### src/rtl/tdm_pkg.sv
// Shared types and constants for the four-slot TDM receive path.
package tdm_pkg;

  typedef enum logic {HUNT, LOCKED} tdm_state_t;

  localparam int NUM_SLOTS = 4;
  localparam int SLOT_W    = 2;

endpackage

### src/rtl/tdm_demux4.sv
// Four-slot TDM demultiplexer: locks onto frame_sync, collects slots 0..2 in
// shadow registers and publishes all four channels together on the slot-3 sample.
//
// state  | meaning
// HUNT   | no alignment; unsynced samples are dropped until a frame_sync sample
// LOCKED | aligned; slot counts the next expected slot within the frame
module tdm_demux4
  import tdm_pkg::*;
#(
  parameter int WIDTH = 1
) (
  input  logic             clk,
  input  logic             rst_n,
  input  logic [WIDTH-1:0] din,
  input  logic             din_valid,
  input  logic             frame_sync,
  output logic [WIDTH-1:0] a,
  output logic [WIDTH-1:0] b,
  output logic [WIDTH-1:0] c,
  output logic [WIDTH-1:0] d,
  output logic             frame_valid,
  output logic             locked,
  output logic             sync_err
);

  localparam logic [SLOT_W-1:0] FIRST_SLOT = '0;
  localparam logic [SLOT_W-1:0] LAST_SLOT  = SLOT_W'(NUM_SLOTS - 1);

  tdm_state_t        state, state_nx;
  logic [SLOT_W-1:0] slot, slot_nx;
  logic [WIDTH-1:0]  s0, s1, s2;
  logic [WIDTH-1:0]  s0_nx, s1_nx, s2_nx;
  logic [WIDTH-1:0]  a_nx, b_nx, c_nx, d_nx;
  logic              frame_valid_nx, sync_err_nx;

  always_ff @(posedge clk) begin
    if (!rst_n) begin
      state       <= HUNT;
      slot        <= '0;
      s0          <= '0;
      s1          <= '0;
      s2          <= '0;
      a           <= '0;
      b           <= '0;
      c           <= '0;
      d           <= '0;
      frame_valid <= 1'b0;
      sync_err    <= 1'b0;
    end else begin
      state       <= state_nx;
      slot        <= slot_nx;
      s0          <= s0_nx;
      s1          <= s1_nx;
      s2          <= s2_nx;
      a           <= a_nx;
      b           <= b_nx;
      c           <= c_nx;
      d           <= d_nx;
      frame_valid <= frame_valid_nx;
      sync_err    <= sync_err_nx;
    end
  end

  always_comb begin
    state_nx       = state;
    slot_nx        = slot;
    s0_nx          = s0;
    s1_nx          = s1;
    s2_nx          = s2;
    a_nx           = a;
    b_nx           = b;
    c_nx           = c;
    d_nx           = d;
    frame_valid_nx = 1'b0;
    sync_err_nx    = 1'b0;

    if (din_valid) begin
      unique case (state)
        HUNT: begin
          if (frame_sync) begin
            s0_nx    = din;
            slot_nx  = SLOT_W'(1);
            state_nx = LOCKED;
          end
        end

        LOCKED: begin
          if (slot == FIRST_SLOT) begin
            if (frame_sync) begin
              s0_nx   = din;
              slot_nx = SLOT_W'(1);
            end else begin
              sync_err_nx = 1'b1;
              state_nx    = HUNT;
            end
          end else if (frame_sync) begin
            // Early sync: drop the partial frame and restart on this sample.
            sync_err_nx = 1'b1;
            s0_nx       = din;
            slot_nx     = SLOT_W'(1);
          end else if (slot == LAST_SLOT) begin
            a_nx           = s0;
            b_nx           = s1;
            c_nx           = s2;
            d_nx           = din;
            frame_valid_nx = 1'b1;
            slot_nx        = FIRST_SLOT;
          end else begin
            if (slot == SLOT_W'(1)) s1_nx = din;
            else                    s2_nx = din;
            slot_nx = slot + SLOT_W'(1);
          end
        end

        default: begin
          state_nx = HUNT;
          slot_nx  = FIRST_SLOT;
        end
      endcase
    end
  end

  always_comb begin
    locked = (state == LOCKED);
  end

endmodule

### config.mk
export PLATFORM = sky130hd
export DESIGN_NAME = tdm_demux4
export DESIGN_NICKNAME = d
export VERILOG_FILES = /design/src/rtl/tdm_pkg.sv /design/src/rtl/tdm_demux4.sv
export SDC_FILE = /design/constraint.sdc
export NUM_CORES = 1
export LEC_CHECK = 0
export BUFFER_PORTS_ARGS = -buffer_cell sky130_fd_sc_hd__buf_2
export CAP_MARGIN = 20
export CORE_MARGIN = 5
export CORE_UTILIZATION = 45
export CTS_BUF_LIST = sky130_fd_sc_hd__clkbuf_4
export CTS_CLUSTER_DIAMETER = 80
export DETAILED_ROUTE_END_ITERATION = 6
export GPL_ROUTABILITY_DRIVEN = 0
export HOLD_SLACK_MARGIN = 0.12
export PLACE_DENSITY = 0.68
export SYNTH_ARGS = -nofsm -noshare
export SYNTH_HDL_FRONTEND = slang
export SYNTH_SLANG_ARGS = --single-unit
### constraint.sdc
create_clock -name clk -period 1.9 [get_ports clk]
set_clock_uncertainty 0.15 [all_clocks]
set_input_delay 0.57 -clock clk [delete_from_list [all_inputs] [get_ports clk]]
set_output_delay 0.57 -clock clk [all_outputs]
set_load 0.01 [all_outputs]
==> flow_summary.json, run 1 <==
{
  "worst-path-buf-inv": 1,
  "synthTopCellsByArea": "dfxtp_1 41%, ha_1 11%, nand3_1 6.0%",
  "power.share.clock_pct": 34.2,
  "max_freq_mhz": 577,
  "power.leakage_uw": 0.000320,
  "drt_pre_antenna_iters": 4,
  "postSynth.asyncResetShare_pct": 0,
  "ys.warnings.count": 0,
  "comb_power_share_pct": 9.0,
  "fin_crit_ns": 1.73,
  "die_w_um": 46.0,
  "p_sw_uw": 115,
  "seq_area_frac_synth_pct": 41.1,
  "die_area_um2": 2120,
  "antenna_left": 0,
  "critPathTopFamily": "flip-flops",
  "setup_tns_ns": 0,
  "wirelength_um": 1100,
  "p_sw_share_pct": 24.9,
  "initial_core_util_pct": 46.1,
  "reg2reg_setup_slack_ns": 0.22,
  "fillCellCount": 120,
  "cp-start-kind": "flop",
  "post_cts_resized": 0,
  "ir_worst_vdd_mv": 0.325,
  "hold_viol": 0,
  "synth_top_area_share_pct": 41.1,
  "highest_layer": "met4",
  "maxSlewHeadroom_pct": 75.3,
  "wl_per_cell_um": 12.0,
  "met1Wirelength_um": 452,
  "layout_worst_path_cycle_share_pct": 91.2,
  "hpwl_um": 828,
  "grt_usage_pct": 12.6,
  "detail_route.vias_per_cell": 5.30,
  "synth_cell_types": 22,
  "ys_ff_latch": 12,
  "grt_pass1_vias": 464,
  "fin_ws_ns": 0.167,
  "drt_iter0_drc": 14,
  "tightestPinTransition_ns": 0.371,
  "cts_root_buf": "clkbuf_4",
  "pwr-share-seq_pct": 56.8,
  "yosysMostFrequentCell": "dfxtp_1",
  "setup_viol": 0,
  "insertion_delay_ns": 0.26,
  "post-route-drc-count": 0,
  "grt_first_pass_wirelength_um": 1920,
  "worst_r2r_path_depth": 7,
  "rsz0062_at_grt": "no",
  "synth_area_um2": 584,
  "critPathKind": "flop to output port",
  "arrival_ns": 1.01,
  "syn-num-nets": 75,
  "synth-edff-count": 0,
  "grt_max_degree": 12,
  "critPathRequiredTime_ns": 1.18,
  "status": "finished clean",
  "end_kind": "output port",
  "cts_inserted_buffers": 3,
  "hp-class": "flop to flop",
  "netlist_instances": 65,
  "rr_endpoint": "b$_SDFFE_PN0P_",
  "overflow": 0,
  "ys.flop_type": "dfxtp_1",
  "slew_viol_final": 0,
  "hold_end": "s0$_SDFFE_PN0P_",
  "clkTransAtPathRegs_ns": 0.07,
  "post-cts-setup-buffers": 0,
  "worst_path_max_delay_cell": "dfxtp_1",
  "hold-path-cell-count": 2,
  "core_area_um2": 1270,
  "powerDensity_nw_per_um2": 703,
  "portBuffers": 11,
  "fp-row-count": 13,
  "die_y_um": 46.0,
  "cts_hold_buf": 0,
  "drive_above_1_share_pct": 23.4,
  "cp-startpoint": "locked$_SDFFE_PN0P_",
  "cpPeakStageDelay_ns": 0.55,
  "cts_tree": "done",
  "wl_met2_um": 544,
  "met3WireLength_um": 85,
  "antenna_found_initial": 0,
  "area_delta_synth_final_pct": 12.4,
  "dp_slack_ns": 0.233,
  "diodes": 0,
  "p_int_uw": 347,
  "yosys-top-cells-count": "12 x dfxtp_1, 8 x nand2_1, 7 x nand3_1",
  "num_vias": 488,
  "synth.largest_area_cell": "dfxtp_1",
  "cts_buffer_depth": 2,
  "ios": 12,
  "worstHoldStart": "s0$_SDFFE_PN0P_",
  "crit_chain": "buf_2",
  "syn_area_per_cell_um2": 8.99,
  "clock-sinks": 12,
  "fin_nets": 88,
  "reg2reg_from": "slot[0]$_SDFFE_PN0P_",
  "max-cap-violations": 0,
  "htree_levels": 1,
  "worst-path-max-fanout": 11
}
power groups by stage:
stage	logic [uW]	clock network, uW	registers, uW
2_1_floorplan	33.8	0	265
3_3_place_gp	40.0	0	268
3_5_place_dp	41.3	0	268
4_1_cts	41.8	161	262
5_1_grt	47.8	174	263
6_report	41.5	158	262
sequential cells by signal, summed over array words and instances, names as in the netlist:
signal / cells
b: 1
s0: 1
c: 1
frame_valid: 1
slot: 2
s2: 1
locked: 1
d: 1
sync_err: 1
a: 1
s1: 1
kinds of logic after synthesis:
kind of cell    count (synthesis)  share of synthesized area, %
compound gates                 10                          10.3
buf+inv                        10                          9.21
flops                          12                          41.1
fa+ha+maj                       5                          10.7
mux                             2                          3.43
simple gates                   26                          25.3
layout by cell type, fill, tap and decap left out, types with 2 or more instances in the layout:
cell type   n
dfxtp_1    12
buf_2      11
nand2_1     8
nand3_1     7
inv_1       6
ha_1        5
o21ai_1     4
a21oi_1     3
nand4_1     3
clkbuf_4    3
nor2_1      2
mux2i_1     2
metrics by stage:
| step | hold slack [ns] | total power [uW] | area, um2 | std cells | utilization (%) |
|---|---|---|---|---|---|
| after floorplan | 0.279 | 299 | 584 | 65 | - |
| after global placement | 0.295 | 308 | 631 | 88 | 49.7 |
| after detailed placement | 0.300 | 309 | 631 | 88 | 49.7 |
| after CTS | 0.312 | 464 | 657 | 92 | 51.8 |
| after global routing | 0.339 | 485 | 657 | 92 | 51.8 |
| final | 0.309 | 462 | 657 | 92 | 51.8 |
cell type report:
cell class | instances | area [um2] | share of cell area [%]
Clock inverter | 1 | 3.75 | 0.571
Multi-Input combinational cell | 43 | 290 | 44.2
Clock buffer | 3 | 22.5 | 3.43
Sequential cell | 12 | 240 | 36.6
Tap cell | 15 | 18.8 | 2.86
Inverter | 7 | 26.3 | 4.00
Timing Repair Buffer | 11 | 55.1 | 8.38
how the worst max path moves through the flow:
| stage | end | slack [ns] | cells past startpoint |
|---|---|---|---|
| after global routing | s2$_SDFFE_PN0P_ | 0.10 | 7 |
| after floorplan | a$_SDFFE_PN0P_ | 0.40 | 7 |
| after detailed placement | b$_SDFFE_PN0P_ | 0.23 | 7 |
| final | locked | 0.17 | 1 |
| after CTS | locked | 0.18 | 1 |
| after global placement | c$_SDFFE_PN0P_ | 0.29 | 7 |
per-layer routing:
layer / up-vias / track usage [%]
li1: 250 / -
met1: 218 / 15.0
met2: 16 / 19.5
met3: 4 / 3.95
met4: 0 / 7.39
met5: - / 0
(Power assumes the default switching activity.)
==> inputs of run 2 (changes only) <==
--- a/config.mk
+++ b/config.mk
@@ -5,16 +5,19 @@
 export SDC_FILE = /design/constraint.sdc
 export NUM_CORES = 1
 export LEC_CHECK = 0
+export ABC_AREA = 0
 export BUFFER_PORTS_ARGS = -buffer_cell sky130_fd_sc_hd__buf_2
 export CAP_MARGIN = 20
+export CELL_PAD_IN_SITES_DETAIL_PLACEMENT = 1
+export CELL_PAD_IN_SITES_GLOBAL_PLACEMENT = 1
 export CORE_MARGIN = 5
-export CORE_UTILIZATION = 45
+export CORE_UTILIZATION = 40
 export CTS_BUF_LIST = sky130_fd_sc_hd__clkbuf_4
 export CTS_CLUSTER_DIAMETER = 80
 export DETAILED_ROUTE_END_ITERATION = 6
 export GPL_ROUTABILITY_DRIVEN = 0
 export HOLD_SLACK_MARGIN = 0.12
-export PLACE_DENSITY = 0.68
+export PLACE_DENSITY_LB_ADDON = 0.1
 export SYNTH_ARGS = -nofsm -noshare
 export SYNTH_HDL_FRONTEND = slang
 export SYNTH_SLANG_ARGS = --single-unit
==> run 2 against run 1 <==
Net effect:
- sequential cell count did not move
- clock power fell by 8%
- total power fell by 2.4%
- non-clock buffer count did not move
- worst hold slack improved by 0.0040 ns
- first-iteration DRC count fell by 93%
==> flow_summary.json, run 2 (synthesis gave the netlist of run 1 again) <==
{
  "cp-start-kind": "flop",
  "power.leakage_uw": 0.000319,
  "num_vias": 491,
  "drt_iter0_drc": 1,
  "end_kind": "output port",
  "rsz0062_at_grt": "no",
  "initial_core_util_pct": 43.8,
  "worst-path-buf-inv": 1,
  "antenna_found_initial": 0,
  "fin_nets": 88,
  "die_area_um2": 2330,
  "worst_path_max_delay_cell": "dfxtp_1",
  "post_cts_resized": 0,
  "post-cts-setup-buffers": 0,
  "htree_levels": 1,
  "insertion_delay_ns": 0.26,
  "detail_route.vias_per_cell": 5.40,
  "final_cell_mix": "12 x dfxtp_1, 11 x buf_2, 8 x nand2_1",
  "hp-class": "flop to flop",
  "maxSlewHeadroom_pct": 74.2,
  "wl_per_cell_um": 14.6,
  "diodes": 0,
  "worst_r2r_path_depth": 7,
  "dpl_cell_area_um2": 631,
  "max_freq_mhz": 574,
  "hold_end": "a$_SDFFE_PN0P_",
  "drt_pre_antenna_iters": 4,
  "fp-row-count": 13,
  "drive_above_1_share_pct": 23.7,
  "arrival_ns": 1.02,
  "critPathTopFamily": "flip-flops",
  "die_y_um": 48.2,
  "clkTransAtPathRegs_ns": 0.07,
  "clock-sinks": 12,
  "antenna_left": 0,
  "utilization_pct": 49.0,
  "ios": 12,
  "dp_slack_ns": 0.220,
  "overflow": 0,
  "ir_worst_vdd_mv": 0.284,
  "worstHoldStart": "s0$_SDFFE_PN0P_",
  "powerDensity_nw_per_um2": 690,
  "design_area_um2": 653,
  "hold_slack_ns": 0.313,
  "crit_chain": "buf_2",
  "layout_worst_path_cycle_share_pct": 91.7,
  "fin_ws_ns": 0.157,
  "grt_first_pass_wirelength_um": 2310,
  "core_area_um2": 1330,
  "critPathKind": "flop to output port",
  "critPathRequiredTime_ns": 1.18,
  "reg2reg_setup_slack_ns": 0.22,
  "cpPeakStageDelay_ns": 0.55,
  "setup_tns_ns": 0,
  "worst-path-max-fanout": 11,
  "largest_reg_flops": 2,
  "hold-path-cell-count": 2,
  "top_register": "slot",
  "cts_inserted_buffers": 3,
  "cts_tree": "done",
  "slew_viol_final": 0,
  "hold_viol": 0,
  "status": "finished clean",
  "die_w_um": 48.2,
  "area_delta_synth_final_pct": 11.8,
  "rr_endpoint": "a$_SDFFE_PN0P_",
  "setup_viol": 0,
  "grt_usage_pct": 15.0,
  "grt_max_degree": 12,
  "portBuffers": 11,
  "final_common_cell": "dfxtp_1",
  "cts_hold_buf": 0,
  "fin_crit_ns": 1.74,
  "cts_root_buf": "clkbuf_4",
  "wirelength_um": 1330,
  "post-route-drc-count": 0,
  "tightestPinTransition_ns": 0.386,
  "cts_buffer_depth": 2,
  "hpwl_um": 1010,
  "grt_pass1_vias": 526,
  "max-cap-violations": 0,
  "reg2reg_from": "slot[0]$_SDFFE_PN0P_"
}
run 2: changes by cell type in the layout (fill, tap and decap cells not counted):
cell and delta:
clkinv_1 -1
run 2: worst max path at each step:
stage / from / end / slack, ns / cells past startpoint
4_1_cts: locked$_SDFFE_PN0P_ / locked / 0.13 / 1
5_1_grt: slot[0]$_SDFFE_PN0P_ / c$_SDFFE_PN0P_ / 0.04 / 7
3_5_place_dp: slot[0]$_SDFFE_PN0P_ / a$_SDFFE_PN0P_ / 0.22 / 7
3_3_place_gp: frame_sync / a$_SDFFE_PN0P_ / 0.27 / 6
6_report: locked$_SDFFE_PN0P_ / locked / 0.16 / 1
2_1_floorplan: slot[0]$_SDFFE_PN0P_ / a$_SDFFE_PN0P_ / 0.40 / 7
run 2: tightest hold or removal path, cell delays in order, from the launching register on:
cell     delay (ns)
dfxtp_1        0.31
nand2_1        0.05
o21ai_1        0.05
run 2: power breakdown:
group          internal, uW  leakage (uW)  switching (uW)  total (uW)
combinational          15.6      0.000208            28.1        43.7
sequential              256     0.0000972            6.57         262
clock                  73.0     0.0000138            71.6         145
total                   344      0.000319             106         451
run 2: final cells by class:
type                    count  area [um2]
fillers                   181         681
multi-input cells          43         290
flip-flops and latches     12         240
repair buffers             11        55.1
inverters                   7        26.3
clock buffers               3        22.5
well taps                  15        18.8
run 2: metal layers:
layer / track usage [%] / part of all wire (%)
met2: 24.0 / 47
met3: 3.69 / 5.5
met4: 11.8 / 3.7
met5: 0 / 0
met1: 16.9 / 43
run 2: stage by stage:
step                total power [uW]  instances
floorplan                        299         65
global placement                 310         88
detailed placement               312         88
CTS                              461         91
global route                     482         91
finish                           451         91
==> inputs of run 3 (changes only) <==
--- a/config.mk
+++ b/config.mk
@@ -11,7 +11,7 @@
 export CELL_PAD_IN_SITES_DETAIL_PLACEMENT = 1
 export CELL_PAD_IN_SITES_GLOBAL_PLACEMENT = 1
 export CORE_MARGIN = 5
-export CORE_UTILIZATION = 40
+export CORE_UTILIZATION = 44
 export CTS_BUF_LIST = sky130_fd_sc_hd__clkbuf_4
 export CTS_CLUSTER_DIAMETER = 80
 export DETAILED_ROUTE_END_ITERATION = 6
==> constraint.sdc (replaced) <==
create_clock -name clk -period 2.1 [get_ports clk]
set_clock_uncertainty 0.15 [all_clocks]
set_input_delay 0.63 -clock clk [delete_from_list [all_inputs] [get_ports clk]]
set_output_delay 0.63 -clock clk [all_outputs]
set_load 0.01 [all_outputs]
==> run 3 against run 2 <==
Net effect:
- count of clock-buffer cells in the layout is the same
- global-route usage is 1.1 points lower
- via count decreased by 0.61%
- worst setup slack improved by 0.12 ns
- sequential power fell by 9.5%
- die area is 7.2% lower
- first-iteration DRC count increased by 100%
- combinational power decreased by 13%
- worst hold slack lost 0.011 ns
- routed wire length fell by 8.1%
- critical endpoint unchanged
- largest cell class unchanged
- highest routed layer unchanged
==> flow_summary.json, run 3 (synthesis gave the netlist of run 1 again) <==
{
  "antenna_left": 0,
  "grt_usage_pct": 13.9,
  "clock-sinks": 12,
  "p_int_uw": 314,
  "grt_first_pass_wirelength_um": 2040,
  "arrival_ns": 1.04,
  "worst-path-max-fanout": 11,
  "grt_pass1_vias": 471,
  "insertion_delay_ns": 0.28,
  "num_vias": 488,
  "max_freq_mhz": 549,
  "largest_reg_flops": 2,
  "slew_viol_final": 0,
  "fin_ws_ns": 0.279,
  "worst_path_max_delay_cell": "dfxtp_1",
  "cts_buffer_depth": 2,
  "drt_pre_antenna_iters": 4,
  "rsz0062_at_grt": "no",
  "die_area_um2": 2160,
  "hold_viol": 0,
  "dp_slack_ns": 0.361,
  "p_sw_share_pct": 25.5,
  "setup_viol": 0,
  "post-cts-setup-buffers": 0,
  "final_cell_mix": "12 x dfxtp_1, 11 x buf_2, 8 x nand2_1",
  "wirelength_um": 1220,
  "area_delta_synth_final_pct": 12.4,
  "hold-path-cell-count": 2,
  "worst-path-buf-inv": 1,
  "cts_inserted_buffers": 3,
  "cp-start-kind": "flop",
  "ios": 12,
  "critPathTopFamily": "flip-flops",
  "final_common_cell": "dfxtp_1",
  "post-route-drc-count": 0,
  "crit_chain": "buf_2",
  "cpPeakStageDelay_ns": 0.55,
  "top_register": "slot",
  "fin_crit_ns": 1.82,
  "hpwl_um": 906,
  "reg2reg_setup_slack_ns": 0.41,
  "comb_power_share_pct": 9.0,
  "drive_above_1_share_pct": 23.4,
  "tightestPinTransition_ns": 0.379,
  "overflow": 0,
  "ir_worst_vdd_mv": 0.316,
  "htree_levels": 1,
  "antenna_found_initial": 0,
  "fp-row-count": 13,
  "core_area_um2": 1280,
  "grt_max_degree": 12,
  "powerDensity_nw_per_um2": 642,
  "power.leakage_uw": 0.000320,
  "initial_core_util_pct": 45.5,
  "cts_tree": "done",
  "diodes": 0,
  "critPathKind": "flop to output port",
  "status": "finished clean",
  "hold_slack_ns": 0.302,
  "pwr-share-seq_pct": 56.3,
  "p_sw_uw": 108,
  "critPathRequiredTime_ns": 1.32,
  "wl_per_cell_um": 13.2,
  "portBuffers": 11,
  "end_kind": "output port",
  "maxSlewHeadroom_pct": 74.7,
  "clkTransAtPathRegs_ns": 0.08,
  "fillCellCount": 168,
  "reg2reg_from": "slot[0]$_SDFFE_PN0P_",
  "cts_root_buf": "clkbuf_4",
  "die_w_um": 46.4,
  "max-cap-violations": 0,
  "drt_iter0_drc": 2,
  "cts_hold_buf": 0,
  "rr_endpoint": "c$_SDFFE_PN0P_",
  "die_y_um": 46.4,
  "worst_r2r_path_depth": 7,
  "post_cts_resized": 0,
  "setup_tns_ns": 0,
  "hp-class": "flop to flop",
  "power.share.clock_pct": 34.7,
  "detail_route.vias_per_cell": 5.30,
  "layout_worst_path_cycle_share_pct": 86.7,
  "hold_end": "a$_SDFFE_PN0P_",
  "worstHoldStart": "s0$_SDFFE_PN0P_",
  "fin_nets": 88
}
[run 3: worst max-delay path by stage]
stage | slack [ns] | startpoint | cells after the start | end
2_1_floorplan | 0.60 | slot[0]$_SDFFE_PN0P_ | 7 | a$_SDFFE_PN0P_
3_3_place_gp | 0.42 | frame_sync | 6 | c$_SDFFE_PN0P_
6_report | 0.28 | locked$_SDFFE_PN0P_ | 1 | locked
5_1_grt | 0.23 | locked$_SDFFE_PN0P_ | 1 | locked
3_5_place_dp | 0.36 | frame_sync | 6 | b$_SDFFE_PN0P_
4_1_cts | 0.28 | locked$_SDFFE_PN0P_ | 1 | locked
[run 3: area by class of cell]
cell class | count | area [um2] | share of cell area (%)
Clock inverter | 1 | 3.75 | 0.571
Tap cell | 15 | 18.8 | 2.86
Sequential cell | 12 | 240 | 36.6
Timing Repair Buffer | 11 | 55.1 | 8.38
Inverter | 7 | 26.3 | 4.00
Clock buffer | 3 | 22.5 | 3.43
Multi-Input combinational cell | 43 | 290 | 44.2
[run 3: through the flow]
step / instances / total power, uW / utilization (%) / area, um2
after detailed placement: 88 / 281 / 49.1 / 631
after global routing: 92 / 450 / 51.1 / 657
after global placement: 88 / 280 / 49.1 / 631
final: 92 / 422 / 51.1 / 657
after CTS: 92 / 430 / 51.1 / 657
after floorplan: 65 / 271 / - / 584
[run 3: routing by layer]
layer	global-route usage (%)	up-vias	part of all wire (%)
li1	-	247	-
met1	15.9	228	45
met2	21.7	9	46
met3	3.91	4	5.9
met4	10.2	0	2.5
met5	0	-	0
[run 3: power groups by stage]
stage,sequential (uW),clock (uW),combinational (uW)
final,237,146,38.2
after global routing,238,168,43.6
after CTS,237,154,38.9
after detailed placement,243,0,38.4
after global placement,243,0,37.7
after floorplan,240,0,30.6
